## config.mk

```make
export PLATFORM = sky130hd
export DESIGN_NAME = decode_scoreboard_flat
export DESIGN_NICKNAME = d
export VERILOG_FILES = /design/src/rtl/mollusc_pkg.sv /design/src/rtl/decode_scoreboard_if.sv /design/src/rtl/sb_counter.sv /design/src/rtl/decode_scoreboard.sv /design/src/flat_wrapper.sv
export SDC_FILE = /design/constraint.sdc
export NUM_CORES = 1
export LEC_CHECK = 0
export BUFFER_PORTS_ARGS = -buffer_cell sky130_fd_sc_hd__buf_2
export CORE_MARGIN = 2
export CORE_UTILIZATION = 59
export CTS_CLUSTER_SIZE = 16
export DETAILED_ROUTE_END_ITERATION = 12
export PLACE_DENSITY = 0.87
export SLEW_MARGIN = 30
export SYNTH_ARGS = -nofsm -noshare
export SYNTH_HDL_FRONTEND = slang
export SYNTH_SLANG_ARGS = --single-unit
```

## constraint.sdc

```tcl
create_clock -name clk -period 3.6 [get_ports clk]
set_input_delay 0.54 -clock clk [delete_from_list [all_inputs] [get_ports clk]]
set_output_delay 0.54 -clock clk [all_outputs]
set_load 0.1 [all_outputs]
```

## src/rtl/mollusc_pkg.sv

```systemverilog
// Shared decode-stage types and sizing for the register scoreboard.
package mollusc_pkg;

  localparam int unsigned REG_ADDR_W  = 4;
  localparam int unsigned NUM_REGS    = 16;
  localparam int unsigned MAX_PENDING = 3;

  typedef logic [REG_ADDR_W-1:0] reg_addr_t;

endpackage

```

## src/rtl/decode_scoreboard_if.sv

```systemverilog
// Decode-to-scoreboard handshake: instruction register fields plus ready/issue.
interface decode_scoreboard_if;
  import mollusc_pkg::*;

  logic      dec_valid;
  logic      dec_ready;
  reg_addr_t ra_pred;
  reg_addr_t ra_a;
  reg_addr_t ra_b;
  logic      use_b;
  reg_addr_t ra_mem;
  logic      use_mem;
  reg_addr_t ra_dest;
  logic      dest_en;
  logic      issue;

  modport master (
    output dec_valid, ra_pred, ra_a, ra_b, use_b, ra_mem, use_mem, ra_dest, dest_en,
    input  dec_ready, issue
  );

  modport slave (
    input  dec_valid, ra_pred, ra_a, ra_b, use_b, ra_mem, use_mem, ra_dest, dest_en,
    output dec_ready, issue
  );
endinterface

```

## src/rtl/sb_counter.sv

```systemverilog
// Saturating up/down pending-write counter for one architectural register.
module sb_counter #(
  parameter int unsigned MAX = 3,
  parameter int unsigned W   = 2
) (
  input  logic         clk,
  input  logic         rst,
  input  logic         inc,
  input  logic         dec,
  output logic [W-1:0] count,
  output logic         underflow_c
);

  assign underflow_c = dec & (count == W'(0));

  // Simultaneous inc/dec cancels; never wraps in either direction.
  always_ff @(posedge clk) begin
    if (rst) begin
      count <= W'(0);
    end else begin
      case ({inc, dec})
        2'b10:   if (count != W'(MAX)) count <= count + W'(1);
        2'b01:   if (count != W'(0))   count <= count - W'(1);
        default: count <= count;
      endcase
    end
  end

endmodule

```

## src/rtl/decode_scoreboard.sv

```systemverilog
// Register-hazard scoreboard between decode and execute.
// Optional: SCOREBOARD_BYPASS_EN lets a source retiring its last write this cycle issue.
module decode_scoreboard
  import mollusc_pkg::*;
#(
  parameter int unsigned MAX_PENDING_P = MAX_PENDING
) (
  input  logic                clk,
  input  logic                rst,
  decode_scoreboard_if.slave  dec,
  input  logic                ex_ready,
  input  logic                flush,
  input  logic                wb_valid,
  input  reg_addr_t           wb_addr,
  output logic [NUM_REGS-1:0] busy_mask,
  output logic                sb_err
);

  localparam int unsigned CNT_W = $clog2(MAX_PENDING_P + 1);

  logic [CNT_W-1:0]    cnt [NUM_REGS];
  logic [NUM_REGS-1:0] inc;
  logic [NUM_REGS-1:0] dcr;
  logic [NUM_REGS-1:0] underflow;
  logic [NUM_REGS-1:0] pend;
  logic                hazard;

  for (genvar g = 0; g < NUM_REGS; g++) begin : g_cnt
    assign inc[g] = dec.issue & dec.dest_en & (dec.ra_dest == REG_ADDR_W'(g));
    assign dcr[g] = wb_valid & (wb_addr == REG_ADDR_W'(g));
    assign busy_mask[g] = (cnt[g] != CNT_W'(0));

    sb_counter #(.MAX(MAX_PENDING_P), .W(CNT_W)) u_cnt (
      .clk         (clk),
      .rst         (rst),
      .inc         (inc[g]),
      .dec         (dcr[g]),
      .count       (cnt[g]),
      .underflow_c (underflow[g])
    );
  end

  // Source-side pending view; with bypass, the final in-flight write forwards from writeback.
  always_comb begin
    for (int i = 0; i < NUM_REGS; i++) begin
      pend[i] = (cnt[i] != CNT_W'(0));
`ifdef SCOREBOARD_BYPASS_EN
      if (dcr[i] && (cnt[i] == CNT_W'(1))) pend[i] = 1'b0;
`endif
    end
  end

  always_comb begin
    hazard = pend[dec.ra_pred]
           | pend[dec.ra_a]
           | (dec.use_b   & pend[dec.ra_b])
           | (dec.use_mem & pend[dec.ra_mem])
           | (dec.dest_en & (cnt[dec.ra_dest] == CNT_W'(MAX_PENDING_P)));
  end

  assign dec.dec_ready = ex_ready & ~hazard & ~flush & ~rst;
  assign dec.issue     = dec.dec_valid & dec.dec_ready;

  always_ff @(posedge clk) begin
    if (rst)             sb_err <= 1'b0;
    else if (|underflow) sb_err <= 1'b1;
  end

endmodule

```

## src/flat_wrapper.sv

```systemverilog
// flat-port wrapper written by rule: the top's interface ports become plain ports
module decode_scoreboard_flat import mollusc_pkg::*;
#(
  parameter int unsigned MAX_PENDING_P = MAX_PENDING
)
  (clk, rst, ex_ready, flush, wb_valid, wb_addr, busy_mask, sb_err, dec_dec_valid, dec_ra_pred, dec_ra_a, dec_ra_b, dec_use_b, dec_ra_mem, dec_use_mem, dec_ra_dest, dec_dest_en, dec_dec_ready, dec_issue);
  decode_scoreboard_if dec_i ();
  input  logic clk;
  input  logic rst;
  input  logic ex_ready;
  input  logic flush;
  input  logic wb_valid;
  input  reg_addr_t wb_addr;
  output logic [NUM_REGS-1:0] busy_mask;
  output logic sb_err;
  input wire logic [$bits(dec_i.dec_valid)-1:0] dec_dec_valid;
  input wire logic [$bits(dec_i.ra_pred)-1:0] dec_ra_pred;
  input wire logic [$bits(dec_i.ra_a)-1:0] dec_ra_a;
  input wire logic [$bits(dec_i.ra_b)-1:0] dec_ra_b;
  input wire logic [$bits(dec_i.use_b)-1:0] dec_use_b;
  input wire logic [$bits(dec_i.ra_mem)-1:0] dec_ra_mem;
  input wire logic [$bits(dec_i.use_mem)-1:0] dec_use_mem;
  input wire logic [$bits(dec_i.ra_dest)-1:0] dec_ra_dest;
  input wire logic [$bits(dec_i.dest_en)-1:0] dec_dest_en;
  output wire logic [$bits(dec_i.dec_ready)-1:0] dec_dec_ready;
  output wire logic [$bits(dec_i.issue)-1:0] dec_issue;
  assign dec_i.dec_valid = dec_dec_valid;
  assign dec_i.ra_pred = dec_ra_pred;
  assign dec_i.ra_a = dec_ra_a;
  assign dec_i.ra_b = dec_ra_b;
  assign dec_i.use_b = dec_use_b;
  assign dec_i.ra_mem = dec_ra_mem;
  assign dec_i.use_mem = dec_use_mem;
  assign dec_i.ra_dest = dec_ra_dest;
  assign dec_i.dest_en = dec_dest_en;
  assign dec_dec_ready = dec_i.dec_ready;
  assign dec_issue = dec_i.issue;
  decode_scoreboard #(.MAX_PENDING_P(MAX_PENDING_P)) u_core (.clk(clk), .rst(rst), .dec(dec_i), .ex_ready(ex_ready), .flush(flush), .wb_valid(wb_valid), .wb_addr(wb_addr), .busy_mask(busy_mask), .sb_err(sb_err));
endmodule
```

==> run summary <==
Share of the clock period used by the worst path after layout: 96.5%. Counting flops with an async set or reset pin after synthesis yields a share of 0%. The highest net fanout along the worst path is 24, and the relative slew slack is 53.5%. Counting flops and latches in the post-synthesis netlist gives 33.

In the post-route analysis, the smallest setup slack over all paths is 0.127 ns. The first detailed-routing pass took 6 iterations. Among all flip-flop cells after synthesis, the most frequent one is sky130_fd_sc_hd__dfxtp_1. The number of antenna diodes in the final layout is 0. The number of synthesized flops with an enable pin is 0.

Yosys instantiated no cell more often than sky130_fd_sc_hd__nor2_1. The routed wire length was 10600 um. The flow ran to the end, and the final reports show no timing, DRC or antenna violations. Across the routed clock network, the largest skew measured is 0.00700 ns.

After global routing the overflow that remains totals 0. The number of distinct library cell variants in the gate-level netlist after synthesis was 48; the total power per unit cell area was 239 mW/mm^2. Averaged over all synthesized cells, the footprint is 7.60 um^2. Setup repair after global routing left no endpoint under its margin. Counting every instance in the synthesized netlist gives 481.

The count of boundary I/O pins is 52, and the via count of the first global-routing pass is 3530. The endpoint kind of the worst setup timing path was an output port. The logs give 0 for the max-slew violation total from the final report and 422 for the count of routing violations after the opening detailed-route iteration.

Maximum vdd drop: 0.169 mV. TritonCTS built the clock tree. sky130_fd_sc_hd__dfxtp_1 takes more of the synthesized area than any other cell.

Data on the critical path is required at its endpoint by 3.06 ns. The floorplan step set the die width to 82.7 um. Clock tree synthesis selected as its root buffer the cell sky130_fd_sc_hd__clkbuf_8.

In the routed design, unresolved DRC markers number 0. The cts-stage hold buffer count was 0; the portion of the post-synthesis area used by sequential elements was 18.1%. Entering global routing, the biggest net connects 34 pins. Global routing used 32.0% of the available tracks. Adding up every negative setup slack in the final design gives 0 ns.

The effective utilization at floorplan is 61.4%. Setup violations remaining at the end of the flow were counted as 0. Including well taps, the total number of placed cells is 591. In this run the tool buffered the top-level ports with 51 buffer cells. The total die area was 0.00684 mm^2; the total number of placement rows was 28. Overall power consumption after layout is estimated at 980 uW. The wire-length estimate of the detail-placed layout is 8210 um.

The static leakage is 0.00177 uW. Ranked by instance count, the synthesized netlist is headed by sky130_fd_sc_hd__nor2_1 (64), sky130_fd_sc_hd__inv_1 (54), sky130_fd_sc_hd__dfxtp_1 (33), sky130_fd_sc_hd__nand3_1 (33), sky130_fd_sc_hd__ha_1 (32). For the number of sinks handled by clock tree synthesis, the log shows 33.

Number of antenna violations at the first check in global routing: 0. Once detail routing completed, the nets flagged for antenna violations numbered 0. The logs give 599 for the count of non-filler cells in the finished layout and 0.144 ns for the setup slack at placement.

The fill cell instance count of the final layout is 497. Type of the worst setup path: reg -> out. Dividing the detail-routed wire length by the instance count gives 17.7 um. Data arrives at the worst endpoint at 2.93 ns. Based on the critical path, the design can be clocked at up to 288 MHz. Global-route wire length before repair: 16600 um. The number of endpoints with negative hold slack in the final report is 0, and the layout overhead on the synthesized area is 12.5%.

The total area of multi-input combinational cells is 0.00268 mm^2, and the measured slew at the worst slew-check pin is 0.692 ns. Once the clock tree was built, the resizer swapped 0 gates to a different size. The number of warnings issued by yosys is 0.

The sequential cells in the finished layout cover a total of 661 um^2. The run gives 546 as the total nets after synthesis. The share of post-route cells with drive strength above 1 works out to 19.5%. After clock tree synthesis, the setup repair step added 0 buffers.

The later-pin clock latency in the skew report was 0.29 ns; the area of the mapped netlist was 0.00365 mm^2. Summing over every cut layer, the via total after detailed routing is 3894. In the post-synthesis netlist, the biggest area contributors are sky130_fd_sc_hd__dfxtp_1 (18%), sky130_fd_sc_hd__mux4_2 (13%), sky130_fd_sc_hd__ha_1 (11%), sky130_fd_sc_hd__nor2_1 (6.6%), sky130_fd_sc_hd__inv_1 (5.5%). The logs give 0.00596 mm^2 for the floorplan core area and 5 for the number of buffers created by CTS. STA classifies the critical path startpoint as a register. The H-tree generated during clock tree synthesis spans 2 levels. Using the TritonRoute via totals, the vias-per-cell ratio works out to 6.50. After synthesis, the largest area contributor takes up 18.1% of total cell area. Clock-pin slew was measured on the worst setup and hold paths at 0.07 ns. The tightest min-delay check is of the reg -> reg type. The die is 82.7 um tall. At the end of the flow, the number of nets in the layout was 588. Routability-driven placement finished with a final weighted congestion of 0.979.

The final critical path time including I/O delays and setup works out to 3.47 ns. Counting along the longest clock path gives a buffer depth of 2. For the number of max-capacitance violations reported, the log shows 0.
cells by family after synthesis:
group	after synthesis	synth area share (%)
mux	32	16.0
compound gates	93	16.8
simple gates	212	29.5
fa+ha+maj	32	11.0
buf+inv	79	8.59
flops	33	18.1
placed cells by master (no fill, tap or decap), drive strengths merged, types with 3 or more instances in the layout:
master,instances
mux2i,9
buf,60
dfxtp,33
or2,10
nor2b,3
o21ai,13
nand3,33
inv,54
clkbuf,7
o22ai,19
and3,15
nor2,64
nor4,7
nor3b,4
and4,3
nor3,29
ha,32
nand4,4
a311oi,5
nand2b,9
a21oi,22
nand2,21
mux4,21
o2bb2ai,11
a21boi,11
layout make-up:
cell class                 instances  share of cell area, %
multi-input combinational        369                   65.3
sequential                        33                   16.1
timing repair buffer              60                   8.58
inverter                          54                   4.93
tap                               75                   2.28
clock buffer                       7                   2.10
clock inverter                     1                  0.731
through the flow:
step | cell area [um^2] | hold WS (ns) | util (%)
after CTS | 4110 | 0.551 | 69.0
after detailed placement | 3990 | 0.533 | 67.0
after global placement | 3990 | 0.528 | 67.0
final | 4110 | 0.559 | 69.0
after global routing | 4110 | 0.572 | 69.0
after floorplan | 3660 | 0.503 | -
worst max-delay path, cell delays in order, from the launching register on:
cell and delay [ns]:
sky130_fd_sc_hd__dfxtp_1 0.37, sky130_fd_sc_hd__nor2_1 0.29, sky130_fd_sc_hd__inv_1 0.16, sky130_fd_sc_hd__mux4_2 0.48
sky130_fd_sc_hd__o31ai_1 0.24, sky130_fd_sc_hd__a211o_2 0.25, sky130_fd_sc_hd__and2_1 0.16, sky130_fd_sc_hd__buf_4 0.26
sky130_fd_sc_hd__and3_2 0.26, sky130_fd_sc_hd__buf_12 0.18
path summary, 6_finish.rpt:
check	startpoint	slack, ns	cells after the start	endpoint
worst min-delay path	u_core.g_cnt[3].u_cnt.count[1]	0.56	2	u_core.g_cnt[3].u_cnt.count[1]
worst max-delay path	u_core.g_cnt[10].u_cnt.count[1]	0.13	9	dec_issue
worst max register to register	u_core.g_cnt[10].u_cnt.count[1]	0.26	13	u_core.g_cnt[12].u_cnt.count[1]
worst min register to register	u_core.g_cnt[3].u_cnt.count[1]	0.56	2	u_core.g_cnt[3].u_cnt.count[1]
metal layers:
| layer | up-vias | GRT usage [%] | routed length [um] |
|---|---|---|---|
| met1 | 1781 | 38.7 | 4230 |
| met5 | - | 0 | 0 |
| met3 | 45 | 6.52 | 1050 |
| met2 | 245 | 54.3 | 4940 |
| li1 | 1823 | - | - |
| met4 | 0 | 14.9 | 393 |
flip-flops by register name, summed over array words and instances (netlist names):
signal / flops
u_core.g_cnt.u_cnt.count: 32
u_core.sb_err: 1
report_power, final:
part	leakage (uW)	internal, uW	total (uW)	switching (uW)
logic	0.00144	75.3	228	153
registers	0.000267	370	379	8.18
clock network	0.0000585	226	374	148
total	0.00177	672	980	309
Note: power is estimated with default switching activity, not from simulation.
